File: config.mk
export PLATFORM = sky130hd
export DESIGN_NAME = pcm_i2s_tx
export DESIGN_NICKNAME = d
export VERILOG_FILES = /design/src/rtl/pcm_i2s_pkg.sv /design/src/rtl/pcm_i2s_bclk_gen.sv /design/src/rtl/pcm_i2s_tx.sv
export SDC_FILE = /design/constraint.sdc
export NUM_CORES = 1
export LEC_CHECK = 0
export ABC_AREA = 1
export CORE_ASPECT_RATIO = 0.8
export CORE_UTILIZATION = 45
export DETAILED_ROUTE_END_ITERATION = 16
export GPL_TIMING_DRIVEN = 0
export MAX_ROUTING_LAYER = met4
export PLACE_DENSITY_LB_ADDON = 0.3
export SYNTH_ARGS = -nofsm -noshare
export SYNTH_HDL_FRONTEND = slang
export SYNTH_SLANG_ARGS = --single-unit
File: constraint.sdc
create_clock -name MCLK_I -period 8.1 [get_ports MCLK_I]
set_clock_uncertainty 0.2 [all_clocks]
set_input_delay 1.62 -clock MCLK_I [delete_from_list [all_inputs] [get_ports MCLK_I]]
set_output_delay 1.62 -clock MCLK_I [all_outputs]
set_load 0.02 [all_outputs]
File: src/rtl/pcm_i2s_pkg.sv
// ============================================================================
// Module   : pcm_i2s_pkg
// Purpose  : Shared types, constants and helpers for the I2S PCM transmitter.
//            SLOT_BITS  - width of one I2S slot (one channel)
//            FRAME_BITS - width of one stereo frame (two slots)
//            tx_state_t - frame-generation state encoding
//            pad_slot() - MSB-aligns a narrower PCM word inside a slot
// Revision : 1.0 - initial release
// ============================================================================
`default_nettype none

package pcm_i2s_pkg;

  localparam int unsigned SLOT_BITS  = 32;
  localparam int unsigned FRAME_BITS = 64;

  typedef enum logic [1:0] {
    IDLE  = 2'd0,
    RUN   = 2'd1,
    DRAIN = 2'd2
  } tx_state_t;

  // The caller zero-extends a WIDTH-bit word to SLOT_BITS; shifting it up
  // places the word's MSB at the slot MSB and leaves zero LSBs behind it.
  function automatic logic [SLOT_BITS-1:0] pad_slot(
    input logic [SLOT_BITS-1:0] word,
    input int unsigned          width
  );
    pad_slot = word << (SLOT_BITS - width);
  endfunction

endpackage

`default_nettype wire

File: src/rtl/pcm_i2s_bclk_gen.sv
// ============================================================================
// Module   : pcm_i2s_bclk_gen
// Purpose  : Bit-clock divider for the I2S transmitter.
//            Counts MCLK cycles 0..BCLK_DIV-1 while enabled and produces a
//            registered BCLK (low in the first half of the period, high in
//            the second) plus a strobe marking the MCLK edge on which BCLK
//            falls.
// Ports    : mclk_i   - master clock
//            arst_i   - asynchronous active-high reset
//            run_i    - count enable; when low the divider is held at 0
//            bclk_o   - registered bit clock
//            fall_o   - high in the MCLK cycle whose rising edge wraps the
//                       divider to 0 (i.e. the edge that drops BCLK)
// Revision : 1.0 - initial release
// ============================================================================
`default_nettype none

module pcm_i2s_bclk_gen #(
  parameter int unsigned BCLK_DIV = 4
) (
  input  logic mclk_i,
  input  logic arst_i,
  input  logic run_i,
  output logic bclk_o,
  output logic fall_o
);

  localparam int unsigned DIV_W = (BCLK_DIV > 2) ? $clog2(BCLK_DIV) : 1;

  logic [DIV_W-1:0] div_q, div_d;
  logic             bclk_q, bclk_d;
  logic             w_last;

  // The divider is forced to 0 whenever it is not running, so the terminal
  // count can only be seen while running; no need to qualify with run_i.
  assign w_last = (div_q == DIV_W'(BCLK_DIV - 1));

  always_comb begin
    div_d = '0;
    if (run_i && !w_last) begin
      div_d = div_q + DIV_W'(1);
    end
    // BCLK_DIV is a power of two, so "div >= BCLK_DIV/2" is just the MSB.
    bclk_d = div_d[DIV_W-1];
  end

  always_ff @(posedge mclk_i or posedge arst_i) begin
    if (arst_i) begin
      div_q  <= '0;
      bclk_q <= 1'b0;
    end else begin
      div_q  <= div_d;
      bclk_q <= bclk_d;
    end
  end

  assign bclk_o = bclk_q;
  assign fall_o = w_last;

endmodule

`default_nettype wire

File: src/rtl/pcm_i2s_tx.sv
// ============================================================================
// Module   : pcm_i2s_tx
// Purpose  : Philips I2S transmitter. Serialises stereo PCM pairs into
//            BCLK/LRCK/DATA, 64 BCLK per frame (two 32-bit slots), with the
//            standard one-BCLK data delay after each LRCK edge. Everything
//            runs on MCLK_I; BCLK_O is a divided, registered signal.
// Ports    : MCLK_I     - master clock (rising edge)
//            ARESET_I   - asynchronous active-high reset
//            ENABLE_I   - start/stop frame generation
//            MUTEN_I    - active-low mute, sampled at frame start
//            PCML_I     - left sample (LENGTH bits, signed)
//            PCMR_I     - right sample (LENGTH bits, signed)
//            VALID_I    - sample pair valid
//            READY_O    - one-entry buffer empty
//            BCLK_O     - bit clock
//            LRCK_O     - word select (0 = left, 1 = right)
//            DATA_O     - serial data, changes with BCLK_O falling
//            UNDERRUN_O - one-MCLK pulse when a frame starts with no pair
// Options  : PCM_I2S_TX_UNDERRUN_HOLD_EN - when defined, an underrun frame
//            repeats the last transmitted pair instead of sending zeros.
// Revision : 1.0 - initial release
// ============================================================================
`default_nettype none

module pcm_i2s_tx
  import pcm_i2s_pkg::*;
#(
  parameter int unsigned LENGTH   = 32,  // 16..32
  parameter int unsigned BCLK_DIV = 4    // even power of two, >= 2
) (
  input  logic              MCLK_I,
  input  logic              ARESET_I,
  input  logic              ENABLE_I,
  input  logic              MUTEN_I,
  input  logic [LENGTH-1:0] PCML_I,
  input  logic [LENGTH-1:0] PCMR_I,
  input  logic              VALID_I,
  output logic              READY_O,
  output logic              BCLK_O,
  output logic              LRCK_O,
  output logic              DATA_O,
  output logic              UNDERRUN_O
);

  // --------------------------------------------------------------------------
  // Declarations
  // --------------------------------------------------------------------------
  tx_state_t             state_q, state_d;

  logic [5:0]            bit_q, bit_d;
  logic                  lrck_q, lrck_d;
  logic                  data_q, data_d;
  logic                  und_q, und_d;
  logic                  ready_q;
  logic                  full_q, full_d;
  logic [FRAME_BITS-1:0] shift_q, shift_d;
  logic [LENGTH-1:0]     buf_l_q, buf_r_q;

  logic                  w_cnt_en;
  logic                  w_fall;
  logic                  w_bclk;
  logic                  w_wrap;
  logic                  w_frame_start;
  logic                  w_go_idle;
  logic                  w_accept;
  logic                  w_consume;
  logic [FRAME_BITS-1:0] w_buf_frame;
  logic [FRAME_BITS-1:0] w_underrun_frame;
  logic [FRAME_BITS-1:0] w_load_frame;

  // --------------------------------------------------------------------------
  // Bit-clock divider
  // --------------------------------------------------------------------------
  assign w_cnt_en = (state_q != IDLE);

  pcm_i2s_bclk_gen #(
    .BCLK_DIV (BCLK_DIV)
  ) u_bclk_gen (
    .mclk_i (MCLK_I),
    .arst_i (ARESET_I),
    .run_i  (w_cnt_en),
    .bclk_o (w_bclk),
    .fall_o (w_fall)
  );

  // Last fall strobe of the frame: bit counter about to wrap 63 -> 0.
  assign w_wrap = w_fall && (bit_q == 6'd63);

  // --------------------------------------------------------------------------
  // FSM: state register
  // --------------------------------------------------------------------------
  always_ff @(posedge MCLK_I or posedge ARESET_I) begin
    if (ARESET_I) begin
      state_q <= IDLE;
    end else begin
      state_q <= state_d;
    end
  end

  // --------------------------------------------------------------------------
  // FSM: next state
  // --------------------------------------------------------------------------
  always_comb begin
    state_d = state_q;
    unique case (state_q)
      IDLE: begin
        if (ENABLE_I) state_d = RUN;
      end
      RUN: begin
        if (!ENABLE_I) state_d = DRAIN;
      end
      DRAIN: begin
        if (ENABLE_I)    state_d = RUN;
        else if (w_wrap) state_d = IDLE;
      end
      default: state_d = IDLE;
    endcase
  end

  // --------------------------------------------------------------------------
  // FSM: outputs
  // --------------------------------------------------------------------------
  // A frame starts on IDLE->RUN entry or on every 63->0 wrap while running.
  // A wrap in DRAIN only starts a new frame if ENABLE_I came back in time;
  // otherwise that wrap ends the stream without loading or flagging underrun.
  always_comb begin
    w_frame_start = 1'b0;
    w_go_idle     = 1'b0;
    unique case (state_q)
      IDLE: begin
        w_frame_start = ENABLE_I;
      end
      RUN: begin
        w_frame_start = w_wrap;
      end
      DRAIN: begin
        w_frame_start = w_wrap && ENABLE_I;
        w_go_idle     = w_wrap && !ENABLE_I;
      end
      default: begin
        w_frame_start = 1'b0;
        w_go_idle     = 1'b0;
      end
    endcase
  end

  // --------------------------------------------------------------------------
  // Sample buffer and frame load value
  // --------------------------------------------------------------------------
  assign w_accept  = VALID_I && ready_q;
  assign w_consume = w_frame_start && full_q;

  assign w_buf_frame = {pad_slot(SLOT_BITS'(buf_l_q), LENGTH),
                        pad_slot(SLOT_BITS'(buf_r_q), LENGTH)};

`ifdef PCM_I2S_TX_UNDERRUN_HOLD_EN
  // Copy of whatever the shift register was last loaded with, replayed when
  // a frame starts with an empty buffer.
  logic [FRAME_BITS-1:0] last_q;

  always_ff @(posedge MCLK_I or posedge ARESET_I) begin
    if (ARESET_I) begin
      last_q <= '0;
    end else if (w_frame_start) begin
      last_q <= w_load_frame;
    end
  end

  assign w_underrun_frame = MUTEN_I ? last_q : '0;
`else
  assign w_underrun_frame = '0;
`endif

  // Mute still consumes a buffered pair; it just transmits silence.
  assign w_load_frame = !full_q   ? w_underrun_frame :
                        !MUTEN_I  ? '0               :
                                    w_buf_frame;

  // A capture in the same cycle as a load leaves the new pair buffered,
  // since the load above reads the old register contents.
  always_comb begin
    full_d = full_q;
    if (w_accept) begin
      full_d = 1'b1;
    end else if (w_consume) begin
      full_d = 1'b0;
    end
  end

  assign und_d = w_frame_start && !full_q;

  // --------------------------------------------------------------------------
  // Serialiser: bit counter, LRCK, DATA, shift register
  // --------------------------------------------------------------------------
  // DATA_O takes shift[63] on the fall strobe that also advances the bit
  // counter, so each bit trails the matching LRCK edge by one BCLK. On the
  // 63->0 wrap the outgoing right LSB is driven and the new frame loaded in
  // the same edge.
  always_comb begin
    bit_d   = bit_q;
    data_d  = data_q;
    shift_d = shift_q;
    if (state_q == IDLE) begin
      bit_d  = '0;
      data_d = 1'b0;
    end else if (w_fall) begin
      bit_d   = bit_q + 6'd1;
      data_d  = shift_q[FRAME_BITS-1];
      shift_d = {shift_q[FRAME_BITS-2:0], 1'b0};
    end
    if (w_go_idle) begin
      data_d  = 1'b0;
      shift_d = '0;
    end
    if (w_frame_start) begin
      shift_d = w_load_frame;
    end
    lrck_d = bit_d[5];
  end

  // --------------------------------------------------------------------------
  // Datapath registers
  // --------------------------------------------------------------------------
  always_ff @(posedge MCLK_I or posedge ARESET_I) begin
    if (ARESET_I) begin
      bit_q   <= '0;
      lrck_q  <= 1'b0;
      data_q  <= 1'b0;
      und_q   <= 1'b0;
      shift_q <= '0;
      full_q  <= 1'b0;
      ready_q <= 1'b0;
    end else begin
      bit_q   <= bit_d;
      lrck_q  <= lrck_d;
      data_q  <= data_d;
      und_q   <= und_d;
      shift_q <= shift_d;
      full_q  <= full_d;
      ready_q <= !full_d;
    end
  end

  always_ff @(posedge MCLK_I or posedge ARESET_I) begin
    if (ARESET_I) begin
      buf_l_q <= '0;
      buf_r_q <= '0;
    end else if (w_accept) begin
      buf_l_q <= PCML_I;
      buf_r_q <= PCMR_I;
    end
  end

  // --------------------------------------------------------------------------
  // Outputs
  // --------------------------------------------------------------------------
  assign READY_O    = ready_q;
  assign BCLK_O     = w_bclk;
  assign LRCK_O     = lrck_q;
  assign DATA_O     = data_q;
  assign UNDERRUN_O = und_q;

endmodule

`default_nettype wire
Yosys cells after proc, flatten, opt, wreduce, memory -nomap -nowiden
Index checks and enable logic that the tools add are counted.
{"block": "classes", "n_addsub": 2, "reduce_logical": 18, "mux": 21, "n_eq_ne": 8}
{"operator": "$mux W64", "n": 6}
{"operator": "$mux W6", "n": 2}
{"operator": "$mux W2", "n": 5}
{"operator": "$logic_and A1 B1 Y1", "n": 7}
{"operator": "$add A6 B1 Y6 const B", "n": 1}
{"operator": "$eq A6 B6 Y1 const B", "n": 1}
{"operator": "$mux W1", "n": 6}
{"operator": "$ne A3 B3 Y1 const B", "n": 2}
{"operator": "$pmux W2 S3", "n": 1}
{"operator": "$reduce_bool A3 Y1", "n": 2}
{"operator": "$eq A2 B2 Y1 const B", "n": 2}
{"operator": "$logic_not A1 Y1", "n": 4}
{"operator": "$ne A2 B2 Y1 const B", "n": 2}
{"operator": "$reduce_bool A2 Y1", "n": 2}
{"operator": "$pmux W1 S3", "n": 1}
{"operator": "$reduce_and A3 Y1", "n": 1}
{"operator": "$add A2 B1 Y2 const B", "n": 1}
{"operator": "$eq A2 B1 Y1 const B", "n": 1}
{"operator": "$logic_not A2 Y1", "n": 1}
{"operator": "$reduce_and A2 Y1", "n": 1}
{"block": "totals", "elab_cells": 61, "in_bits": 69, "output_inout_bits": 5, "ff_bits": 143}

Depth between registers and ports, before layout
{"block": "logic_depth", "word_depth": 8, "mapped_depth": 13, "ltp_nobuf": 10}

Hierarchy
Synthesis repeated with hierarchy kept, for this count alone.
{"block": "unflattened", "cells_unflattened": 974, "hier_area_um2": 7170.6}
{"module": "pcm_i2s_tx", "n_inst": 1, "seq_area_each_um2": 3503.4, "area_each_um2": 7085.5, "cells_per_inst": 965}
{"module": "pcm_i2s_bclk_gen", "n_inst": 1, "seq_area_each_um2": 50.0, "area_each_um2": 85.1, "cells_per_inst": 9}

Worst setup path before layout
OpenSTA, ideal clock, no wires.
{"block": "synth_path", "kind": "input to register", "startpoint": "in ENABLE_I", "endpoint": "reg shift_q[22]", "path_stages": 7, "n_path_buf": 2, "slack_ns": 5.303, "setup_ns": 0.117, "t_required_ns": 7.783, "arrival_time_ns": 2.480, "cell_sequence": "inv_1 > o21ai_1 > buf_2 > buf_2 > nand3_1 > nand3_1 > nand2_1"}
{"block": "synth_between", "elab_chain_cells": 5, "elab_cells_between_ends": 10, "cone_classes": "eq/ne: 1; mux: 4; reduce/logical: 5"}
{"element": "start, declared", "line": "pcm_i2s_tx.sv:33", "text": "input logic ENABLE_I,"}
{"element": "$logic_not A1 Y1", "line": "pcm_i2s_tx.sv:138", "text": "w_go_idle = w_wrap && !ENABLE_I;"}
{"element": "$logic_and A1 B1 Y1", "line": "pcm_i2s_tx.sv:138"}
{"element": "$mux W1", "line": "pcm_i2s_tx.sv:129", "text": "unique case (state_q)"}
{"element": "$ne A3 B3 Y1 (no line), or another cell as far along"}
{"element": "$reduce_and A2 Y1 (no line) or $mux W64 (tied branches)"}
{"element": "end signal, assigned", "line": "pcm_i2s_tx.sv:238", "text": "shift_q <= shift_d;"}
{"element": "end, declared", "line": "pcm_i2s_tx.sv:56", "text": "logic [FRAME_BITS-1:0] shift_q, shift_d;"}
Several ways; a longest one is shown, not always the timed one.
A chain may end at the register's enable or synchronous reset.

Worst setup path in the final report
{"block": "layout_path", "startpoint": "in VALID_I", "endpoint": "reg buf_r_q[14]"}
{"block": "layout_between", "elab_chain_cells": 1}
{"element": "start, declared", "line": "pcm_i2s_tx.sv:37", "text": "input logic VALID_I,"}
{"element": "$logic_and A1 B1 Y1", "line": "pcm_i2s_tx.sv:150", "text": "assign w_accept = VALID_I && ready_q;"}
{"element": "end signal, assigned", "line": "pcm_i2s_tx.sv:247", "text": "buf_r_q <= '0;"}
{"element": "end signal, assigned", "line": "pcm_i2s_tx.sv:250", "text": "buf_r_q <= PCMR_I;"}
{"element": "end, declared", "line": "pcm_i2s_tx.sv:57", "text": "logic [LENGTH-1:0] buf_l_q, buf_r_q;"}
No other way between the ends.

==> reports/metrics.cfg <==
[drt]
dr.max_layer_used=met4
drt_iter0_drc=635
dr_total_vias=6675
wl_per_cell_um=14.92
wl_met1_mm=9.407
finalWirelength_mm=19.45
wl_met2_mm=8.647
vias_per_cell=5.119
drtPass1Iterations=6
ant_nets=0
met3_length_mm=1.136
drcViolationCount=0

[die]
die-area_mm2=0.01677
die_h_um=116.0
core_mm2=0.01585
initial_utilization_pct=46.15
rows=41
num_io_pins=74
dieWidth_um=144.6

[synthesis]
netlist_instances=984
synth_top_area_share_pct=48.57
ys_ff_latch=142
synth.top_cells.by_area=dfrtp_1 (49%), nand2_1 (19%), nand3_1 (10%)
yosys_warnings=0
synth.top_cells.by_count=nand2_1 (371), nand3_1 (151), dfrtp_1 (142), inv_1 (77), o21ai_0 (50)
synth_edf_count=0
yosysTopAreaCell=dfrtp_1
netlist-cell-type-count=29
ys_seq_area_share_pct=48.57
syn_area_per_cell_um2=7.435
ys.flop_type=dfrtp_1
syn_area_mm2=0.007316
yosysMostFrequentCell=nand2_1
syn_nets=1055
ys_async_sr_fraction_pct=100.0

[status]
status=complete, no violations

[pwr]
switchingPower_uw=1008
clock_power_share_pct=28.4
power_leakage_uw=0.004612
power_uw=2877
vdd_drop_max_v=0.0001649
switching_share_pct=35.03
combPwrFrac_pct=31.3
p_seq_share_pct=40.3
p_per_area_mw_per_mm2=321.1
p_int_uw=1869

[timing]
fmax_ghz=0.2959
finalMaxSlewViolations=0
relSlewSlack_pct=59.68
rsz0062_at_grt=no
fin_tns_setup_ns=0
setup_viol_count_final=0
tightest_slew_ns=0.6041
fin_crit_sh_pct=41.73
period_needed_ns=3.380
hold_viol=0

[grt]
first_global_vias=6240
grtUsageTotal_pct=26.09
grt-ovfl-total=0
antenna_found_initial=0
grt_max_degree=90
grt_pass1_wl_mm=32.13

[critical_path]
critPathMaxStageDelay_ns=0.45
worst-path-buf-inv=4
startpoint_type=input port
crit_path_end_kind=register
rr_worst_depth=11
worstPathRequired_ns=8.19
critPathMaxFanout=10
cp_cell_sequence=clkdlybuf4s50_1, nand2_1, inv_1, buf_2, clkbuf_1, o21ai_0
worst_ep_arrival_time_ns=3.47
crit_slowest_cell=clkdlybuf4s50_1
critPathTopFamily=buffers and inverters
crit_cells=6
worstSetupPathType=input port to register

[placement]
port_buffers=73
hpwl_mm=13.11
gp_congestion=0.8486

[clock_network]
clock-sinks=142
clkLatencyLatePin_ns=0.43
cts_tree=built
cts-buffers-inserted=17
hold_buffers=0
post_cts_resize_count=0
clk_pin_slew_worst_paths_ns=0.05
ctsLongestPathBuffers=2
htreeDepth=4
root_buffer=clkbuf_16
cts_setup_buffers=0

[cells_and_area]
diodes=0
multi_input_area_mm2=0.003032
regArea_mm2=0.003553
post_route_cells_drive_above_1_share_pct=8.540
area_growth_pct=22.46
nets=1148
fillers=1477

[hold_path]
holdPathStages=1
min_path_type=register to register

[run]
maxCapViolations=0

-- final timing paths --
path | from | endpoint | slack, ns
worst min-delay path | u_bclk_gen.div_q[0] | u_bclk_gen.div_q[0] | 0.23
max in group asynchronous | ARESET_I | buf_l_q[17] | 5.43
worst min register to register | u_bclk_gen.div_q[0] | u_bclk_gen.div_q[0] | 0.23
worst max-delay path | VALID_I | buf_r_q[14] | 4.72
min in group asynchronous | ARESET_I | buf_l_q[27] | 1.41
worst max register to register | u_bclk_gen.bclk_o | shift_q[54] | 5.94
-- cells in the final DEF (no fill, tap or decap), drive strengths merged --
cell and count:
clkbuf 49, nand3 152, nand3b 6, dfrtp 142, ha 2, clkdlybuf4s50 73
nor2 37, nand4 1, clkinv 4, nand2 378, a21oi 42, inv 81
o211a 1, nor3 2, or2 1, o21ai 64, o22ai 1, o21bai 1
buf 49, bufinv 3
-- cell type report --
| class | instances | area share [%] |
|---|---|---|
| buffer | 72 | 4.721 |
| clock buffer | 25 | 5.642 |
| clock inverter | 6 | 1.173 |
| inverter | 82 | 3.492 |
| multi-input combinational | 688 | 33.84 |
| sequential | 142 | 39.66 |
| tap | 215 | 3.003 |
| timing repair buffer | 74 | 8.464 |
-- stage by stage --
stage	util (%)	hold slack (ns)	worst slack, ns	std cells	cell area, µm²
finish	56.52	0.2287	4.720	1304	8959
global route	56.52	0.2536	4.578	1304	8959
CTS	56.52	0.2341	4.717	1304	8959
detailed placement	52.66	0.2267	4.273	1273	8348
global placement	52.46	0.2226	0.3664	1272	8315
floorplan	-	0.2055	2.470	984	7316
-- flip-flops by register name (all words and copies together), names as in the netlist, 2 cells and up --
name,count
state_q,2
shift_q,64
buf_r_q,32
buf_l_q,32
bit_q,6
-- power groups by stage --
| stage | registers (µW) | clock network [µW] | logic [µW] |
|---|---|---|---|
| finish | 1160 | 816 | 900 |
| global route | 1190 | 854 | 1040 |
| CTS | 1160 | 823 | 900 |
| detailed placement | 1160 | 0 | 891 |
| global placement | 1160 | 0 | 869 |
| floorplan | 1130 | 0 | 649 |
-- routing by layer --
layer	vias up	track usage [%]
li1	3299	-
met2	199	38.46
met4	0	6.596
met3	22	5.496
met1	3155	36.51
met5	-	-
-- logic make-up (layout without fill, tap and decap cells) --
| group | after synthesis | after routing | share of synthesized area [%] |
|---|---|---|---|
| and+or+nand+nor | 577 | 577 | 33.37 |
| buffers and inverters | 154 | 259 | 9.988 |
| DFF | 142 | 142 | 48.57 |
| AOI/OAI and AO/OA | 109 | 109 | 7.731 |
| adders and majority gates | 2 | 2 | 0.3420 |
(Power assumes the default switching activity.)
==> RTL change: new RTL, config.mk and constraints unchanged <==
The parameter `LENGTH` goes from 32 to 16.
--- a/src/rtl/pcm_i2s_tx.sv
+++ b/src/rtl/pcm_i2s_tx.sv
@@ -25,7 +25,7 @@
 module pcm_i2s_tx
   import pcm_i2s_pkg::*;
 #(
-  parameter int unsigned LENGTH   = 32,  // 16..32
+  parameter int unsigned LENGTH   = 16,  // 16..32
   parameter int unsigned BCLK_DIV = 4    // even power of two, >= 2
 ) (
   input  logic              MCLK_I,
Interface: changed (resized PCML_I and PCMR_I); port bits go from 74 to 42. No check against the original RTL was run, so the function may have changed too.
==> RTL change against the unedited design <==
- routed wire length decreased by 51%
- die area decreased by 39%
- sequential share of layout area increased by 4.6 points
- count of clock-buffer cells in the layout decreased by 15
- synthesized cell count decreased by 45%
- power decreased by 46%
- area after synthesis decreased by 39%
- sequential cell count decreased by 48
- worst setup slack improved by 0.024 ns
- via count decreased by 46%
- core utilization decreased by 1.3 points
- cell area decreased by 41%
- critical path type unchanged
==> RTL change: results (changes against the unedited design) <==
| Metric | Value |
|---|---|
| Reg2Reg Setup Slack | `5.99 ns (was 5.94 ns)` |
| Worst R2R Start | `u_bclk_gen.div_q[0] (was u_bclk_gen.bclk_o)` |
| Vias/cell | `5.074 (was 5.119)` |
| Non-clock buffering overhead | `0.1117 (was 0.1318)` |
| Multi-input gate area in the final layout | `1822 µm² (was 3032 µm²)` |
| Maximum vdd drop | `0.1762 mV (was 0.1649 mV)` |
| R2R cell count | `8 (was 11)` |
| Signal inverters | `33 (was 82)` |
| Multi-input gate count | `383 (was 688)` |
| Internal power | `1.006 mW (was 1.869 mW)` |
| Post-synthesis adder-cell area fraction | `0.005620 (was 0.003421)` |
| Pin count of the biggest net entering global routing | `59 (was 90)` |
| Clock latency on the worst-skew pair | `0.34 ns (was 0.43 ns)` |
| Met1 Track Usage GR | `0.2875 (was 0.3651)` |
| Syn_nets | `578 (was 1055)` |
| Post-DP HPWL | `6655 µm (was 13110 µm)` |
| Post-synth cell types | `28 (was 29)` |
| Met3 Use GR | `0.04406 (was 0.05496)` |
| Count of filler cells inserted in the layout | `910 (was 1477)` |
| CTS clock-pin slew for the worst setup and hold paths | `0.06 ns` |
| First-pass GRT wire length | `16960 µm (was 32130 µm)` |
| Compound-Gate Fraction of Synth Area | `0.04917 (was 0.07730)` |
| Starting DRT DRC Count | `205 (was 635)` |
| Arrival time worst endpoint | `3.38 ns (was 3.47 ns)` |
| Number of buffers created by CTS | `9 (was 17)` |
| Reg2reg end | `shift_q[22] (was shift_q[54])` |
| Pre-CTS setup slack | `4.378 ns (was 4.273 ns)` |
| Slew headroom | `0.6109 (was 0.5968)` |
| Vias in the first global route | `3620 (was 6240)` |
| Grt met2 use | `0.3405 (was 0.3846)` |
| Share of post-route cells with drive strength above 1 | `0.1091 (was 0.08540)` |
| TritonRoute pass-1 iters | `5 (was 6)` |
| FF+latch count, synth | `94 (was 142)` |
| Outcome | `finished, final reports clean (unchanged)` |
| Top Registers | `shift_q: 48 flops, buf_l_q: 16 flops, buf_r_q: 16 flops (was shift_q: 64 flops, buf_l_q: 32 flops, buf_r_q: 32 flops)` |
| Port Buffers | `41 (was 73)` |
| Seq/total area | `0.4431 (was 0.3966)` |
| Post-synth top cells | `nand2_1, dfrtp_1, inv_1, nand3_1, a21oi_1 (was nand2_1, nand3_1, dfrtp_1)` |
| Synth top area cells | `dfrtp_1, nand2_1, nand3_1 (unchanged)` |
| Leakage Power | `2.657 nW (was 4.612 nW)` |
[RTL change: critical path, stage by stage]
cell             delay [ns]
clkdlybuf4s50_1        0.47
nor3_2                 0.46
nand2_1                0.26
clkbuf_1               0.30
nand4_1                0.19
nand3_2                0.08
[RTL change: power groups by stage]
stage | combinational (mW) | sequential [mW] | clock (mW)
floorplan | 0.334 | 0.705 | 0
global placement | 0.444 | 0.718 | 0
detailed placement | 0.462 | 0.721 | 0
CTS | 0.467 | 0.716 | 0.393
global route | 0.532 | 0.733 | 0.409
finish | 0.459 | 0.717 | 0.382
[RTL change: metrics by stage]
| stage | area, µm² | cells | power [mW] | hold WS (ns) |
|---|---|---|---|---|
| 6_report | 5309 | 715 | 1.558 | 0.2368 |
| 3_3_place_gp | 5012 | 699 | 1.162 | 0.2171 |
| 3_5_place_dp | 5042 | 700 | 1.183 | 0.2377 |
| 2_1_floorplan | 4453 | 539 | 1.039 | 0.2070 |
| 4_1_cts | 5309 | 715 | 1.575 | 0.2467 |
| 5_1_grt | 5309 | 715 | 1.675 | 0.2674 |
[RTL change: worst max path at each step]
stage	start	end	slack (ns)
floorplan	ARESET_I	DATA_O	3.83
global placement	ARESET_I	buf_l_q[13]	2.38
detailed placement	ENABLE_I	shift_q[23]	4.38
CTS	ENABLE_I	shift_q[23]	4.74
global route	ENABLE_I	shift_q[18]	4.56
finish	ENABLE_I	shift_q[23]	4.74
[RTL change: logic make-up (layout without fill, tap and decap cells)]
group / count (synthesis) / count (layout)
compound gates: 43 / 43
simple gates: 338 / 338
fa+ha+maj: 2 / 2
flops: 94 / 94
buf+inv: 62 / 119
[RTL change: metal layers]
layer	part of all wire	vias to the layer above
met5	0	-
li1	-	1813
met2	0.46	76
met4	0.013	0
met3	0.054	13
met1	0.47	1726
